<file path="src/rtl/mover_scheduler_pkg.sv">
// Shared definitions for the DataMover scheduler: FSM encoding,
// default sizing and a constant-foldable clog2 helper.
package mover_scheduler_pkg;

  localparam int CNT_DEF  = 31;
  localparam int NREQ_DEF = 4;

  typedef enum logic [1:0] {
    S_IDLE  = 2'd0,
    S_ISSUE = 2'd1,
    S_WAIT  = 2'd2,
    S_RESP  = 2'd3
  } state_t;

  // Number of bits needed to encode n distinct ids (n >= 2).
  function automatic int clog2(input int n);
    int r;
    r = 0;
    for (int v = n - 1; v > 0; v = v >> 1) r++;
    return r;
  endfunction

endpackage

</file>
<file path="src/rtl/mover_scheduler_rr_arbiter.sv">
// Round-robin arbiter: one-hot grant among NREQ requesters, searching
// upward from the slot after the previously served requester.
module rr_arbiter
  import mover_scheduler_pkg::*;
#(
  parameter int NREQ = NREQ_DEF
) (
  input  logic [NREQ-1:0]        i_req,
  input  logic [clog2(NREQ)-1:0] i_last,
  output logic [NREQ-1:0]        o_gnt,
  output logic [clog2(NREQ)-1:0] o_gnt_id,
  output logic                   o_vld
);

  localparam int IDW = clog2(NREQ);

  logic [IDW-1:0] idx;

  // Walk the ring starting at i_last+1; the first active request wins.
  always_comb begin
    o_gnt    = '0;
    o_gnt_id = '0;
    o_vld    = 1'b0;
    idx      = '0;
    for (int i = 1; i <= NREQ; i++) begin
      idx = IDW'((int'(i_last) + i) % NREQ);
      if (!o_vld && i_req[idx]) begin
        o_vld      = 1'b1;
        o_gnt[idx] = 1'b1;
        o_gnt_id   = idx;
      end
    end
  end

endmodule

</file>
<file path="src/rtl/mover_scheduler.sv">
// Scheduler that shares one DataMover among NREQ requesters. A granted
// job is issued with a single run pulse, tracked until the mover reports
// done, then acknowledged back to its owner. Zero-length jobs are
// rejected without touching the mover.
module mover_scheduler
  import mover_scheduler_pkg::*;
#(
  parameter int CNT  = CNT_DEF,
  parameter int NREQ = NREQ_DEF
) (
  input  logic                   clk,
  input  logic                   reset_n,
  input  logic [NREQ-1:0]        i_req,
  input  logic [NREQ*CNT-1:0]    i_num_cnt,
  output logic [NREQ-1:0]        o_ack,
  output logic [NREQ-1:0]        o_done,
  output logic [NREQ-1:0]        o_err,
  output logic                   o_busy,
  output logic [clog2(NREQ)-1:0] o_grant_id,
  output logic                   o_mv_run,
  output logic [CNT-1:0]         o_mv_num_cnt,
  input  logic                   i_mv_idle,
  input  logic                   i_mv_done,
  input  logic                   i_clr_stats,
  output logic [31:0]            o_job_cnt
);

  localparam int IDW = clog2(NREQ);

  state_t          state;
  logic [IDW-1:0]  last_grant;
  logic            err_flag;
  logic [NREQ-1:0] arb_gnt;
  logic [IDW-1:0]  arb_id;
  logic            arb_vld;
  logic [CNT-1:0]  sel_cnt;
  logic [NREQ-1:0] id_onehot;
  logic [31:0]     job_cnt;

  // Saturating increment for the completed-job statistic.
  function automatic logic [31:0] sat_inc(input logic [31:0] v);
    return (v == 32'hFFFF_FFFF) ? v : v + 32'd1;
  endfunction

  rr_arbiter #(
    .NREQ (NREQ)
  ) u_arb (
    .i_req    (i_req),
    .i_last   (last_grant),
    .o_gnt    (arb_gnt),
    .o_gnt_id (arb_id),
    .o_vld    (arb_vld)
  );

  // Pick the count belonging to the requester the arbiter would grant.
  always_comb begin
    sel_cnt = '0;
    for (int k = 0; k < NREQ; k++)
      if (arb_gnt[k]) sel_cnt = i_num_cnt[k*CNT +: CNT];
  end

  // One-hot form of the owner of the job in flight.
  always_comb begin
    id_onehot             = '0;
    id_onehot[o_grant_id] = 1'b1;
  end

  // Job FSM; every output is registered and pulses are cleared by default.
  always_ff @(posedge clk or negedge reset_n) begin
    if (!reset_n) begin
      state        <= S_IDLE;
      last_grant   <= IDW'(NREQ - 1);
      err_flag     <= 1'b0;
      o_grant_id   <= '0;
      o_mv_num_cnt <= '0;
      o_ack        <= '0;
      o_done       <= '0;
      o_err        <= '0;
      o_busy       <= 1'b0;
      o_mv_run     <= 1'b0;
    end else begin
      o_ack    <= '0;
      o_done   <= '0;
      o_err    <= '0;
      o_mv_run <= 1'b0;
      case (state)
        S_IDLE: begin
          if (arb_vld && i_mv_idle) begin
            o_grant_id   <= arb_id;
            o_mv_num_cnt <= sel_cnt;
            o_ack        <= arb_gnt;
            o_busy       <= 1'b1;
            if (sel_cnt == '0) begin
              // Nothing to move: answer immediately with an error.
              err_flag <= 1'b1;
              o_done   <= arb_gnt;
              o_err    <= arb_gnt;
              state    <= S_RESP;
            end else begin
              err_flag <= 1'b0;
              o_mv_run <= 1'b1;
              state    <= S_ISSUE;
            end
          end
        end
        S_ISSUE: begin
          state <= S_WAIT;
        end
        S_WAIT: begin
          if (i_mv_done) begin
            o_done <= id_onehot;
            o_err  <= err_flag ? id_onehot : '0;
            state  <= S_RESP;
          end
        end
        S_RESP: begin
          last_grant <= o_grant_id;
          o_busy     <= 1'b0;
          state      <= S_IDLE;
        end
        default: begin
          o_busy <= 1'b0;
          state  <= S_IDLE;
        end
      endcase
    end
  end

  // Completed-job counter; a clear request overrides a same-cycle increment.
  always_ff @(posedge clk or negedge reset_n) begin
    if (!reset_n) begin
      job_cnt <= '0;
    end else if (i_clr_stats) begin
      job_cnt <= '0;
    end else if (state == S_RESP && !err_flag) begin
      job_cnt <= sat_inc(job_cnt);
    end
  end

  assign o_job_cnt = job_cnt;

endmodule

</file>
<file path="config.mk">
export PLATFORM = sky130hd
export DESIGN_NAME = mover_scheduler
export DESIGN_NICKNAME = d
export VERILOG_FILES = /design/src/rtl/mover_scheduler_pkg.sv /design/src/rtl/mover_scheduler_rr_arbiter.sv /design/src/rtl/mover_scheduler.sv
export SDC_FILE = /design/constraint.sdc
export NUM_CORES = 1
export LEC_CHECK = 0
export ABC_AREA = 1
export CAP_MARGIN = 10
export CORE_AREA = 3 3 142 144
export CTS_BUF_LIST = sky130_fd_sc_hd__clkbuf_8
export DETAILED_ROUTE_END_ITERATION = 10
export DIE_AREA = 0 0 145 147
export PLACE_DENSITY = 0.68
export SYNTH_ARGS = -nofsm -noshare
export SYNTH_HDL_FRONTEND = slang
export SYNTH_SLANG_ARGS = --single-unit
</file>
<file path="constraint.sdc">
create_clock -name clk -period 2.6 [get_ports clk]
set_input_delay 0.52 -clock clk [delete_from_list [all_inputs] [get_ports clk]]
set_output_delay 0.52 -clock clk [all_outputs]
set_load 0.05 [all_outputs]
</file>
==> summary.txt <==
Outcome - finished, violations left
Failing checks - negative setup slack
TritonCTS clock tree - built
CTS Buf Count - 9
Final setup viols - 12
Commonest non-fill, non-tap cell in the layout - nand2_1
Starting density of the core - 0.311
Half-perimeter wire length after placement - 17400 µm
Number of nets in the layout - 1267
Seq/Total Area, Yosys - 0.359
Drt pass-1 iters - 5
Static leakage - 4.20 nW
Layout area overhead - 62.4%
Worst r2r src - last_grant[0]$_DFFE_PN1P_
Arr. time, crit path - 3.32 ns
Synth warn - 0
# rows - 50
Max Cap Viol - 0
Synth Area in Compound Gates - 0.152
Maximum buffer depth of the clock tree - 2
Net count after synthesis - 993
Hold WC Path Type - in2async
H-tree levels - 3
Fin. max-slew vios - 0
Library cells used by synthesis - 44
CP startpoint kind - register
Worst setup margin - -0.434 ns
Post-Synth Adder-Cell Area - 0.0256
Most frequent cells in the layout - nand2_1 (288), clkdlybuf4s50_1 (210), dfrtp_1 (80)
Post-Syn Area - 5860 µm²
Main synth FF type - dfrtp_1
Via count - 6714
Power Total - 0.0132 W
Initial antenna violation count - 0
Worst-path fanout max - 7
Routed WL per cell - 16.5 µm
Register bit total from synthesis - 84
Post-synth top area share - 0.350
GR Overflow Total - 0
Largest net degree at the start of global routing - 46
Reg clk slew, reported paths - 0.10 ns
Post-synthesis simple-gate area fraction - 0.360
Vias in the first global route - 6525
Top Ports - 212
Biggest area consumer among synthesized cells - dfrtp_1
Die height - 147 µm
Post-route DRC - 0
Hold Violations, Final - 0
Worst EP required - 2.89 ns
Share of cells above drive strength 1 - 0.181
R2r setup slk - -0.43 ns
Crit path time final - 3.03 ns
Final non-filler cell total - 1387
Cells after Synth - 848
Syn Area/Cell - 6.91 µm²
Synth top area cells - dfrtp_1 (35%), nand2_1 (20%), a21oi_1 (6.4%)
Pwr/cell area - 1390 nW/µm²
IO Port Bufs - 211
Fraction of registers with async set/reset - 1.00
Antenna diodes - 0
Die Width - 145 µm
Post-DRT Antenna Nets - 0
# clock sinks - 84
CP Capture Type - register
Final Cycle Share - 1.17
Cell depth of the worst flop-to-flop path - 20
Fmax - 0.330 GHz
Post-Synth XOR/XNOR Area - 0.0209
Skew final - 0.0136 ns
RSZ-0062 raised after global routing - true
First-pass GRT wire length - 34500 µm
Mux contribution to synthesized area - 0
1st-iter DRT viols - 397
R2r endpoint - o_err[0]$_DFF_PN0_
Critical path class - reg2reg
Peak supply drop - 0.000748 V
GRT Resource Usage Total - 0.200
Routability cong. - 0.965
Slew @ Worst Pin - 0.618 ns
Clk Latency, worst-skew pair - 0.38 ns
Die area - 21300 µm²
Placed insts - 1348
Core area - 18800 µm²
Post-synth EDFFs - 0
Main combinational cell family by area after synthesis - simple AND/OR/NAND/NOR gates
Total wire length - 22900 µm
Drt via density - 4.84
Root Buffer - clkbuf_8
Max_slew headroom - 0.587
==> critical path, stage by stage (launching register included) <==
cell and delay (ns):
dfstp_2 0.59, inv_6 0.05, ha_4 0.29, inv_2 0.06, nand2_4 0.09, nand2_8 0.08, nand2_2 0.06, a21boi_2 0.15
nand3_2 0.13, buf_6 0.15, clkbuf_16 0.15, buf_4 0.15, a21oi_2 0.15, nand2_1 0.07, nand2_1 0.08, nand2_1 0.07
nor2_2 0.09, nand2_2 0.07, nor2_4 0.21, nand2_4 0.10, o22ai_1 0.17
==> logic make-up (layout without fill, tap and decap cells) <==
| kind of cell | after synthesis | in the layout |
|---|---|---|
| and+or+nand+nor | 468 | 469 |
| DFF | 84 | 84 |
| adders and majority gates | 12 | 12 |
| AOI/OAI and AO/OA | 158 | 158 |
| buffers and inverters | 112 | 390 |
| xor gates and xnor gates | 14 | 14 |
==> synthesized netlist by cell type (2+ instances only) <==
cell and count:
nand3_2 6, nand2_4 5, nor3_1 24, nor2_4 6, inv_2 4, or2_0 26
dfrtp_1 82, nor4b_1 2, nand3_1 18, buf_6 3, nand4_1 14, o22ai_1 4
a21boi_1 2, xnor2_1 5, nor2_1 32, buf_4 3, o21ai_1 5, ha_1 12
clkbuf_1 12, inv_1 73, buf_2 15, or2_1 3, nor2_2 3, xor2_1 9
nand2_1 312, o21ai_0 47, inv_4 2, a21oi_1 75, nand2_2 8, dfstp_2 2
o31ai_1 15, nor4_1 7
==> how the worst max path moves through the flow <==
stage	from	slack, ns	depth (start not counted)	endpoint
floorplan	last_grant[0]$_DFFE_PN1P_	-0.02	20	state[1]$_DFFE_PN0P_
global placement	i_req[0]	-0.60	20	state[1]$_DFFE_PN0P_
detailed placement	i_req[0]	-0.61	18	o_err[0]$_DFF_PN0_
CTS	last_grant[0]$_DFFE_PN1P_	-0.29	19	o_err[0]$_DFF_PN0_
global route	last_grant[0]$_DFFE_PN1P_	-0.58	20	o_done[0]$_DFF_PN0_
finish	last_grant[0]$_DFFE_PN1P_	-0.43	20	o_err[0]$_DFF_PN0_
==> sequential cells by signal, summed over array words and instances, names as in the netlist <==
name	flops
state	2
o_err	4
o_ack	4
o_job_cnt	32
last_grant	2
err_flag	1
o_done	4
o_mv_num_cnt	31
o_grant_id	2
o_busy	1
o_mv_run	1
==> layout make-up <==
type | count | area [µm²]
Timing Repair inverter | 2 | 20.0
Clock inverter | 7 | 68.8
Tap cell | 260 | 325
Timing Repair Buffer | 293 | 3040
Fill cell | 1822 | 9320
Inverter | 79 | 319
Clock buffer | 9 | 124
Sequential cell | 84 | 2110
Multi-Input combinational cell | 653 | 3510
==> layer usage <==
layer  vias to the layer above  global-route usage  share of wire
met5                         -                   0              0
met4                         0              0.0475          0.018
met3                        22              0.0490          0.076
met2                       296               0.346           0.50
met1                      3095               0.253           0.41
li1                       3301                   -              -
==> power breakdown <==
group          internal (W)  leakage (nW)  switching [W]  total (W)
clock network      0.000441         0.100       0.000523   0.000964
logic               0.00453          2.99        0.00585     0.0104
registers           0.00162          1.11       0.000228    0.00185
total               0.00659          4.20        0.00660     0.0132
==> timing repair <==
item / in CTS / in global routing
hold buffers: 0 / 0
gates cloned: 0 / 11
buffers inserted: 0 / 12
pin swaps: 0 / 33
gates resized for setup: 5 / 72
endpoints found under the setup margin: 11 / 28
==> stage by stage <==
step | worst slack [ns] | TNS (ns) | hold slack [ns] | instance area [µm²] | utilization
2_1_floorplan | -0.0185 | -0.0403 | 0.224 | 5910 | -
3_3_place_gp | -0.604 | -7.84 | 0.467 | 8760 | 0.465
3_5_place_dp | -0.610 | -8.80 | 0.474 | 8760 | 0.465
4_1_cts | -0.288 | -2.85 | 0.0971 | 8970 | 0.476
5_1_grt | -0.578 | -6.58 | 0.132 | 9510 | 0.505
6_report | -0.434 | -4.13 | 0.0978 | 9510 | 0.505
(Power assumes the default switching activity.)
